==> src/rtl/mem_wb_stage.sv <==
// MEM/WB pipeline latch, write-back select, sticky halt and retired-instruction counter.
// Optional macro MEM_WB_FWD_HIST_EN adds a one-entry history of the last committed write.
module mem_wb_stage #(
  parameter int CNT_W = 32
) (
  input  logic             CLK,
  input  logic             nRST,
  input  logic             stall,
  input  logic             flush,
  input  logic             mem_valid,
  input  logic             mem_regwen,
  input  logic [4:0]       mem_wsel,
  input  logic [1:0]       mem_wbsrc,
  input  logic [31:0]      mem_aluout,
  input  logic [31:0]      mem_dmemload,
  input  logic [31:0]      mem_npc,
  input  logic [15:0]      mem_imm16,
  input  logic             mem_halt,
  output logic             rf_WEN,
  output logic [4:0]       rf_wsel,
  output logic [31:0]      rf_wdat,
  output logic             wb_valid,
  output logic             halt,
`ifdef MEM_WB_FWD_HIST_EN
  output logic             fwd_hist_valid,
  output logic [4:0]       fwd_hist_sel,
  output logic [31:0]      fwd_hist_dat,
`endif
  output logic [CNT_W-1:0] retired
);

  typedef enum logic [1:0] {
    WB_ALU  = 2'b00,
    WB_LOAD = 2'b01,
    WB_LINK = 2'b10,
    WB_LUI  = 2'b11
  } wbsrc_t;

  typedef struct packed {
    logic        valid;
    logic        regwen;
    logic [4:0]  wsel;
    wbsrc_t      wbsrc;
    logic [31:0] aluout;
    logic [31:0] dmemload;
    logic [31:0] npc;
    logic [15:0] imm16;
    logic        halt;
  } wb_t;

  wb_t         wb;
  wb_t         mem_in;
  logic [31:0] wdat_sel;
  logic        halt_set;

  assign mem_in = '{
    valid:    mem_valid,
    regwen:   mem_regwen,
    wsel:     mem_wsel,
    wbsrc:    wbsrc_t'(mem_wbsrc),
    aluout:   mem_aluout,
    dmemload: mem_dmemload,
    npc:      mem_npc,
    imm16:    mem_imm16,
    halt:     mem_halt
  };

  // A valid HALT sitting in WB raises the sticky flag at the next edge.
  assign halt_set = wb.valid & wb.halt;

  // NOTE: sequential state uses non-blocking assignments so every register
  // samples pre-edge values regardless of statement order.
  always_ff @(posedge CLK, negedge nRST) begin
    if (!nRST) begin
      wb      <= '0;
      halt    <= 1'b0;
      retired <= '0;
    end else begin
      if (halt || flush)
        wb <= '0;
      else if (!stall)
        wb <= mem_in;

      if (halt_set)
        halt <= 1'b1;

      // A stalled instruction is counted only on the edge it leaves WB.
      if (wb.valid && !stall && !halt)
        retired <= retired + CNT_W'(1);
    end
  end

  // NOTE: the default assignment before the case keeps this block latch-free.
  always_comb begin
    wdat_sel = wb.aluout;
    unique case (wb.wbsrc)
      WB_ALU:  wdat_sel = wb.aluout;
      WB_LOAD: wdat_sel = wb.dmemload;
      WB_LINK: wdat_sel = wb.npc;
      WB_LUI:  wdat_sel = {wb.imm16, 16'h0000};
    endcase
  end

  assign wb_valid = wb.valid;
  assign rf_wsel  = wb.wsel;
  assign rf_wdat  = wb.valid ? wdat_sel : 32'h0000_0000;
  // $0 is hard-wired, so a write to it is never issued.
  assign rf_WEN   = wb.valid & wb.regwen & (wb.wsel != 5'd0) & ~halt;

`ifdef MEM_WB_FWD_HIST_EN
  always_ff @(posedge CLK, negedge nRST) begin
    if (!nRST) begin
      fwd_hist_valid <= 1'b0;
      fwd_hist_sel   <= '0;
      fwd_hist_dat   <= '0;
    end else if (halt_set) begin
      fwd_hist_valid <= 1'b0;
      fwd_hist_sel   <= '0;
      fwd_hist_dat   <= '0;
    end else if (rf_WEN && !stall) begin
      fwd_hist_valid <= 1'b1;
      fwd_hist_sel   <= rf_wsel;
      fwd_hist_dat   <= rf_wdat;
    end
  end
`endif

endmodule

==> config.mk <==
export PLATFORM = sky130hd
export DESIGN_NAME = mem_wb_stage
export DESIGN_NICKNAME = d
export VERILOG_FILES = /design/src/rtl/mem_wb_stage.sv
export SDC_FILE = /design/constraint.sdc
export NUM_CORES = 1
export LEC_CHECK = 0
export CAP_MARGIN = 20
export CELL_PAD_IN_SITES_DETAIL_PLACEMENT = 0
export CELL_PAD_IN_SITES_GLOBAL_PLACEMENT = 1
export CORE_MARGIN = 2
export CORE_UTILIZATION = 35
export CTS_BUF_LIST = sky130_fd_sc_hd__clkbuf_8
export DETAILED_ROUTE_END_ITERATION = 10
export GPL_TIMING_DRIVEN = 0
export HOLD_SLACK_MARGIN = 0.1
export PLACE_DENSITY_LB_ADDON = 0.12
export SYNTH_ARGS = -nofsm -noshare
export SYNTH_HDL_FRONTEND = slang
export SYNTH_SLANG_ARGS = --single-unit
==> constraint.sdc <==
create_clock -name CLK -period 1.7 [get_ports CLK]
set_input_delay 0.17 -clock CLK [delete_from_list [all_inputs] [get_ports CLK]]
set_output_delay 0.17 -clock CLK [all_outputs]
set_load 0.02 [all_outputs]
==> results.sh <==
export IMPL_setup_viol=51
export IMPL_ys_seq_elements=155
export IMPL_fin_crit_sh=1.190
export IMPL_rows=53
export IMPL_synth_flop_cell="dfrtp_1"
export IMPL_peakVddDrop_v=0.0004299
export IMPL_cts_sinks=155
export IMPL_final_area_mm2=0.01085
export IMPL_grt_pass1_wl_mm=32.85
export IMPL_nNetsFinal=1009
export IMPL_worstPathMaxFanout=5
export IMPL_fmax_mhz=494.5
export IMPL_violations="negative setup slack"
export IMPL_die_y_um=148.9
export IMPL_whs_ns=0.1473
export IMPL_io_pins=198
export IMPL_syn_avg_cell_area_um2=11.47
export IMPL_ys_seq_area_frac=0.5277
export IMPL_cp_cell_sequence="buf_8, buf_8, mux4_2, and2_4, buf_6"
export IMPL_place_area_mm2=0.009697
export IMPL_area_delta_synth_final_pct=47.58
export IMPL_clk_latency_ns=0.45
export IMPL_synthTopCellsByCount="dfrtp_1, mux2i_1, nor2_1"
export IMPL_path_delay_family="multiplexers"
export IMPL_synth_top_area_frac=0.5277
export IMPL_drtIter0Drc=191
export IMPL_cp_slowest_stage_delay_ns=0.50
export IMPL_slowest_stage="mux4_2"
export IMPL_drc=0
export IMPL_rsz0062_at_grt="true"
export IMPL_clock_path_buffers=2
export IMPL_cts_tree="yes"
export IMPL_worstPathRequired_ns=1.53
export IMPL_critPathArrivalTime_ns=1.85
export IMPL_fin_ws_ns=-0.3222
export IMPL_grt_usage=0.1938
export IMPL_root_buffer="clkbuf_8"
export IMPL_async_flop_share=1.000
export IMPL_routedWlPerCell_um=17.95
export IMPL_status="finished, violations left"
export IMPL_drv_slew=0
export IMPL_drive_gt1_frac=0.2427
export IMPL_synth_most_common_cell="dfrtp_1"
export IMPL_crit_type="register to primary output"
export IMPL_grt_overflow_total=0
export IMPL_worst_r2r_setup_slack_ns=-0.18
export IMPL_first_pass_iters=4
export IMPL_grt_max_degree=84
export IMPL_synth_fp_nets=768
export IMPL_critPathBufInv=3
export IMPL_power_leakage_nw=5.492
export IMPL_htree_levels=4
export IMPL_initial_core_util=0.3530
export IMPL_antenna_found_initial=2
export IMPL_die_width_um=148.9
export IMPL_detail_route_vias_per_cell=4.825
export IMPL_cts_buffers=17
export IMPL_clock_skew_ns=0.01699
export IMPL_synth_edf_count=0
export IMPL_core_mm2=0.02082
export IMPL_power_density_mw_per_mm2=830.6
export IMPL_end_kind="primary output"
export IMPL_via_count=5640
export IMPL_grt_pass1_vias=6008
export IMPL_synthTopCellsByArea="dfrtp_1, mux2i_1, nor2_1, mux4_2, xnor2_1"
export IMPL_cp_common_cell="buf_8"
export IMPL_relSlewSlack=0.4070
export IMPL_hold_path_class="input port to register"
export IMPL_ys_types=33
export IMPL_n_antenna_cell=0
export IMPL_wirelength_mm=20.99
export IMPL_finalWeightedCongestion=0.8029
export IMPL_hold_violations=0
export IMPL_clkTransAtPathRegs_ns=0.08
export IMPL_io_buffers=196
export IMPL_tightest_slew_ns=0.8896
export IMPL_startpoint_type="register"
export IMPL_period_minus_slack_ns=2.022
export IMPL_syn_inst=641
export IMPL_yosysTopAreaCell="dfrtp_1"
export IMPL_antenna_left=0
export IMPL_drv_cap=0
export IMPL_synth_area_mm2=0.007350
export IMPL_place_hpwl_mm=15.02
export IMPL_synth_warnings=0
export IMPL_dieArea_mm2=0.02217
logic make-up (layout without fill, tap and decap cells):
family	after synthesis	after routing	share of synthesized area
compound gates	18	18	0.01260
xor+xnor	31	31	0.03694
fa+ha+maj	1	1	0.001702
buf+inv	48	301	0.02945
flops	155	155	0.5277
mux	154	154	0.2370
simple gates	234	234	0.1546
power breakdown:
part | leakage [nW] | total (mW) | switching (mW) | internal (mW)
clock | 0.199 | 2.85 | 1.38 | 1.47
combinational | 3.19 | 1.93 | 0.971 | 0.956
sequential | 2.10 | 4.23 | 0.238 | 3.99
total | 5.49 | 9.01 | 2.59 | 6.42
cells in the final DEF (no fill, tap or decap), drive strengths merged:
| cell type | count |
|---|---|
| clkinv | 4 |
| nand2 | 27 |
| a21o | 1 |
| nand3 | 14 |
| xor2 | 8 |
| nor2b | 1 |
| and4 | 2 |
| clkbuf | 39 |
| o21ai | 16 |
| and2 | 32 |
| dlymetal6s2s | 16 |
| bufinv | 3 |
| nand4 | 11 |
| a21oi | 1 |
| mux2i | 138 |
| buf | 87 |
| or3b | 1 |
| clkdlybuf4s50 | 127 |
| nor3 | 4 |
| dlygate4sd3 | 1 |
| ha | 1 |
| nand3b | 1 |
| nor2 | 127 |
| dlygate4sd2 | 18 |
| dfrtp | 155 |
| clkinvlp | 4 |
| or2 | 2 |
| and3 | 6 |
| xnor2 | 23 |
| nor4 | 5 |
| inv | 2 |
| nor3b | 1 |
| mux4 | 16 |
stage by stage:
step	worst slack [ns]	total power [mW]	util	TNS, ns	cells
6_report	-0.3222	9.010	0.5209	-10.37	1169
3_3_place_gp	-6.515	6.025	0.4643	-986.09	1112
4_1_cts	-0.4332	9.094	0.5069	-13.05	1163
3_5_place_dp	-0.9336	6.076	0.4657	-68.50	1113
2_1_floorplan	0.0009882	5.178	-	0	641
5_1_grt	-0.4188	9.494	0.5209	-15.49	1169
routing by layer:
| metal | part of all wire | global-route usage | routed length (µm) | up-vias |
|---|---|---|---|---|
| li1 | - | - | - | 2659 |
| met1 | 0.44 | 0.2602 | 9252 | 2795 |
| met2 | 0.49 | 0.3177 | 10360 | 162 |
| met3 | 0.053 | 0.03792 | 1108 | 20 |
| met4 | 0.012 | 0.06143 | 243 | 4 |
| met5 | 0.0011 | 0 | 24 | - |
worst min-delay path, delay by kind of cell:
kind                   cells  cell delay [ns]
AND/OR/NAND/NOR            3             0.22
buffers and inverters      1             0.16
path summary, 6_finish.rpt:
| path | start | endpoint | depth (start not counted) |
|---|---|---|---|
| max | wb[113]$_DFFE_PN0P_ | rf_wdat[18] | 5 |
| min reg2reg | retired[31]$_DFFE_PN0P_ | retired[31]$_DFFE_PN0P_ | 1 |
| max in group asynchronous | nRST | wb[110]$_DFFE_PN0P_ | 3 |
| max reg2reg | wb_valid$_DFFE_PN0P_ | retired[14]$_DFFE_PN0P_ | 7 |
| min in group asynchronous | nRST | wb[102]$_DFFE_PN0P_ | 2 |
| min | stall | retired[1]$_DFFE_PN0P_ | 4 |
repair_timing:
action / 4_1_cts / 5_1_grt
setup buffers: 18 / 10
hold endpoints to repair: 72 / 0
hold buffers: 1 / 0
pin swaps: 25 / 28
resized for setup: 306 / 93
cloned: 2 / 0
setup endpoints to repair: 156 / 143
sequential cells by signal (all words and copies together) (netlist names):
name      flops
wb          116
retired      32
halt          1
wb_valid      1
rf_wsel       5
area by class of cell:
type / count / area [µm²]
clock buffer: 18 / 247.7
tap: 275 / 344.1
multi-input combinational: 438 / 3573
timing repair buffer: 226 / 2350
sequential: 155 / 3886
clock inverter: 13 / 155.1
buffer: 44 / 290.3
fill: 1892 / 9976
No activity file was read; power rests on OpenSTA's default activity.
==> edit 1 (config.mk and constraints unchanged) <==
The parameter `CNT_W` goes from 32 to 24.
--- a/src/rtl/mem_wb_stage.sv
+++ b/src/rtl/mem_wb_stage.sv
@@ -3,3 +3,3 @@
 module mem_wb_stage #(
-  parameter int CNT_W = 32
+  parameter int CNT_W = 24
 ) (
Ports: changed (resized retired); port bits go from 198 to 190. The function was not compared with the original's and may differ.
==> edit 1 against the original RTL <==
  * The run still ends with negative setup slack left
  * Via count down 7.4%
  * Design area shrank 7.8%
  * Sequential cell count decreased by 8
  * Final cell count decreased by 5.7%
  * Wire length fell by 5.9%
  * Total power shrank 5.6%
  * Setup slack got worse by 71 ps
  * Synthesized area fell by 4.0%
  * Clock power down 11%
  * Critical endpoint is now rf_wdat[24]
==> edit 1: results <==
metrics = {
    "power_and_ir_drop": {
        "power.density_mw_per_mm2": 850,
        "pg_clk_mw": 2.53,
        "irDropWorstVdd_uv": 469,
        "cellLeakagePower_nw": 4.86,
        "p_sw_mw": 2.55,
        "p_comb_mw": 1.95,
    },
    "timing": {
        "fin_skew_ps": 13.4,
        "setup_ws_ps": -393,
        "tns_ps": -9230,
        "setup_viol": 32,
        "hold_slack_ps": 183,
        "relSlewSlack_pct": 62.6,
    },
    "logic_synthesis": {
        "synthCells": 605,
        "synthesis.nets": 732,
        "ys_top_cells_by_count": "dfrtp_1 (147), mux2i_1 (138), nor2_1 (123)",
        "synthTopCellsByArea": "dfrtp_1 (52%), mux2i_1 (20%), nor2_1 (6.5%)",
        "synth.distinct_cells": 37,
        "ys_seq_area_share_pct": 52.1,
    },
    "place": {
        "post_dp_cell_area_mm2": 0.00930,
        "portBuffers": 188,
        "placedCellCount": 1059,
        "gp_congestion": 0.778,
        "dpl.hpwl_mm": 14.5,
        "preCtsSetupSlack_ps": -642,
    },
    "outcome": {
        "status": "finished with violations",
        "violations": "negative setup slack",
    },
    "drt": {
        "drt-total-wl_mm": 19.7,
        "viasPerCell": 4.74,
        "dr_total_vias": 5223,
        "drt_iter0_drc": 169,
    },
    "clocking": {
        "clockRootBuffer": "clkbuf_8",
    },
    "grt": {
        "grt_max_degree": 92,
        "grt_pass1_wl_mm": 31.0,
        "grt_usage_pct": 18.8,
        "antenna_found_initial": 0,
        "first_global_vias": 5587,
    },
    "worst_setup_path": {
        "arrival_ps": 1920,
        "slowest_delay_ps": 500,
        "rrSetupSlack_ps": 110,
        "r2r_cells": 5,
    },
    "worst_hold_path": {
        "hold_depth": 3,
    },
    "layout": {
        "nNetsFinal": 951,
        "fillers": 1840,
        "drive_gt1_share_pct": 20.7,
    },
}
edit 1: cell count changes after synthesis, moves of 4 or more:
cell	unedited run	this run
xnor2_1	23	18
buf_2	5	29
buf_1	8	0
dfrtp_1	155	147
nand3_1	14	8
nand4_1	10	6
clkbuf_1	28	9
xor2_1	8	4
nand2_1	27	20
nor2_1	127	123
edit 1: critical path: cells and delay by family, from the launching register on:
family / cells / cell delay, ps
muxes: 1 / 500
buffers and inverters: 4 / 480
DFF: 1 / 340
and+or+nand+nor: 1 / 180
edit 1: metal layers:
layer	GRT usage (%)	share of wire, %	vias up
met5	0	0	-
met1	24.3	44	2591
met3	5.02	5.5	12
li1	-	-	2493
met4	4.47	0.88	0
met2	31.6	50	127
edit 1: timing repair:
action	in CTS	in global routing
pin swaps	1	4
gates cloned	2	0
hold buffers	1	0
endpoints found under the hold margin	56	0
gates resized for setup	253	38
endpoints found under the setup margin	79	82
setup buffers	5	4
edit 1: kinds of logic after synthesis:
family,synth area share [%]
buf+inv,3.78
flops,52.1
fa+ha+maj,0.177
simple gates,14.8
xor+xnor,2.96
compound gates,1.31
mux,24.8
edit 1: final cells by class:
type | instances | area (um2) | area share, %
Buffer | 48 | 345 | 3.45
Clock buffer | 18 | 248 | 2.48
Clock inverter | 14 | 115 | 1.15
Inverter | 1 | 3.75 | 0.0375
Multi-Input combinational cell | 409 | 3190 | 31.9
Sequential cell | 147 | 3680 | 36.8
Tap cell | 265 | 332 | 3.31
Timing Repair Buffer | 200 | 2090 | 20.9
edit 1: worst paths after layout:
path | startpoint | end
setup / recovery | wb[113] | rf_wdat[24]
hold / removal | stall | retired[0]
setup reg to reg | retired[0] | retired[20]
hold reg to reg | retired[23] | retired[23]
max in group asynchronous | nRST | wb[15]
min in group asynchronous | nRST | retired[18]
==> edit 2 (same settings) <==
Without the edit above. Put one more register stage on the output `retired`, without a reset. The value now appears one clock later. The other outputs are not delayed to match.
--- a/src/rtl/mem_wb_stage.sv
+++ b/src/rtl/mem_wb_stage.sv
@@ -50,2 +50,4 @@
 
+  logic [CNT_W-1:0] retired_s0;
+
   wb_t         wb;
@@ -76,3 +78,3 @@
       halt    <= 1'b0;
-      retired <= '0;
+      retired_s0 <= '0;
     end else begin
@@ -88,3 +90,3 @@
       if (wb.valid && !stall && !halt)
-        retired <= retired + CNT_W'(1);
+        retired_s0 <= retired_s0 + CNT_W'(1);
     end
@@ -127,2 +129,6 @@
 
+  always_ff @(posedge CLK) begin
+    retired <= retired_s0;
+  end
+
 endmodule
Formal check against the unedited RTL: not equivalent (Yosys sat finds a counterexample within 4 cycles, from zero or initial values and one cycle with nRST low).
==> edit 2 against the original RTL <==
  * The flow still finishes with violations (negative setup slack)
  * First-iteration DRC count is 69% higher
  * Final cell count increased by 4.8%
  * Setup slack lost 150 ps
  * Synthesized area up 8.9%
  * Wire length increased by 7.2%
  * Global-route usage down 0.12 points
  * Total power is 10% higher
  * Sequential cell count up 32
  * Design area is 4.9% higher
  * Sequential share of layout area is 4.0 points higher
  * Critical path depth grew 1
==> edit 2: results <==
metrics = {
    "place": {
        "post_dp_cell_area_mm2": 0.0104,
        "dpl.hpwl_mm": 15.7,
    },
    "worst_setup_path": {
        "r2r_cells": 6,
        "arrival_ps": 2000,
        "r2r_end": "retired_s0[13]",
    },
    "grt": {
        "gr-usage-met1_pct": 26.1,
        "grt_max_degree": 109,
        "first_global_vias": 6366,
        "grt.met2_usage_pct": 31.0,
        "grt_pass1_wl_mm": 35.6,
    },
    "die": {
        "coreArea_mm2": 0.0226,
    },
    "drt": {
        "wl_met2_mm": 10.5,
        "dr_wl_met3_mm": 1.15,
        "wl_per_cell_um": 18.4,
        "drt_iter0_drc": 322,
        "viasPerCell": 4.83,
        "wl_met1_mm": 10.5,
    },
    "power_and_ir_drop": {
        "irDropWorstVdd_uv": 380,
        "cellLeakagePower_nw": 5.24,
    },
    "logic_synthesis": {
        "synthCells": 686,
        "ys_top_cells_by_count": "dfrtp_1 (155), mux2i_1 (138), nor2_1 (133)",
        "synthesis.nets": 813,
        "synthTopCellsByArea": "dfrtp_1 (48%), mux2i_1 (17%), dfxtp_1 (8.0%)",
        "ys_seq_area_share_pct": 56.5,
        "synth-async-reset-ratio_pct": 82.9,
        "synth-adder-area-share_pct": 0.156,
        "synth-xor-area-share_pct": 3.39,
        "synth_compound_area_share_pct": 1.16,
    },
    "clocking": {
        "path_clk_slew_ps": 110,
    },
    "layout": {
        "nonClockInverterCount": 3,
        "seq_cell_count": 187,
        "drive_gt1_share_pct": 19.6,
        "fillers": 2032,
        "multi_input_area_mm2": 0.00346,
        "multi_input_gates": 446,
        "bufAreaShareNonClock_pct": 23.1,
        "antenna_cells": 1,
        "sh_seq_area_pct": 39.8,
    },
    "outcome": {
        "status": "finished with violations",
        "violations": "negative setup slack",
    },
    "timing": {
        "tns_ps": -12640,
        "setup_ws_ps": -470,
        "setup_viol": 52,
        "fin_skew_ps": 16.7,
    },
    "worst_hold_path": {
        "hold_class": "input port to async pin",
    },
}
-- edit 2: changes by cell type after synthesis, moves of 2 or more --
| cell | unedited run | this run |
|---|---|---|
| nor3_2 | 2 | 0 |
| nor3_1 | 2 | 6 |
| dfxtp_1 | 0 | 32 |
| nand2_1 | 27 | 31 |
| buf_1 | 8 | 6 |
| nand3_1 | 14 | 11 |
| or2_1 | 0 | 2 |
| and3_1 | 6 | 3 |
| nor2_1 | 127 | 133 |
| buf_2 | 5 | 3 |
| clkbuf_1 | 28 | 33 |
| inv_1 | 0 | 3 |
| nand4_1 | 10 | 16 |
-- edit 2: logic make-up (layout without fill, tap and decap cells) --
kind of cell               after synthesis  count (layout)
and+or+nand+nor                        242             242
DFF                                    187             187
muxes                                  154             154
buffers and inverters                   53             306
xor gates and xnor gates                31              31
AOI/OAI and AO/OA                       18              18
adders and majority gates                1               1
other                                    0               1
-- edit 2: repair_timing --
action	4_1_cts	5_1_grt
setup buffers	18	8
hold endpoints to repair	132	0
cloned	4	0
setup endpoints to repair	146	136
hold buffers	1	0
resized for setup	265	48
pin swaps	22	28
-- edit 2: report_power, final --
| group | switching [mW] | internal (mW) | total, mW |
|---|---|---|---|
| Sequential | 0.224 | 4.77 | 4.99 |
| Combinational | 0.985 | 0.964 | 1.95 |
| Clock | 1.76 | 1.22 | 2.98 |
-- edit 2: critical path, cell delays in order, from the launching register on --
cell and delay (ps):
dfrtp_1 380, buf_8 140, buf_12 120, buf_12 120, mux4_2 490, and2_4 180
buf_6 120
-- edit 2: stage by stage --
stage	hold WS [ps]	utilization [%]	total power, mW
after floorplan	-126	-	5.98
after detailed placement	95.7	45.9	6.89
after global routing	186	50.4	10.4
after global placement	375	45.8	6.84
final	186	50.4	9.92
after CTS	169	49.6	10.0
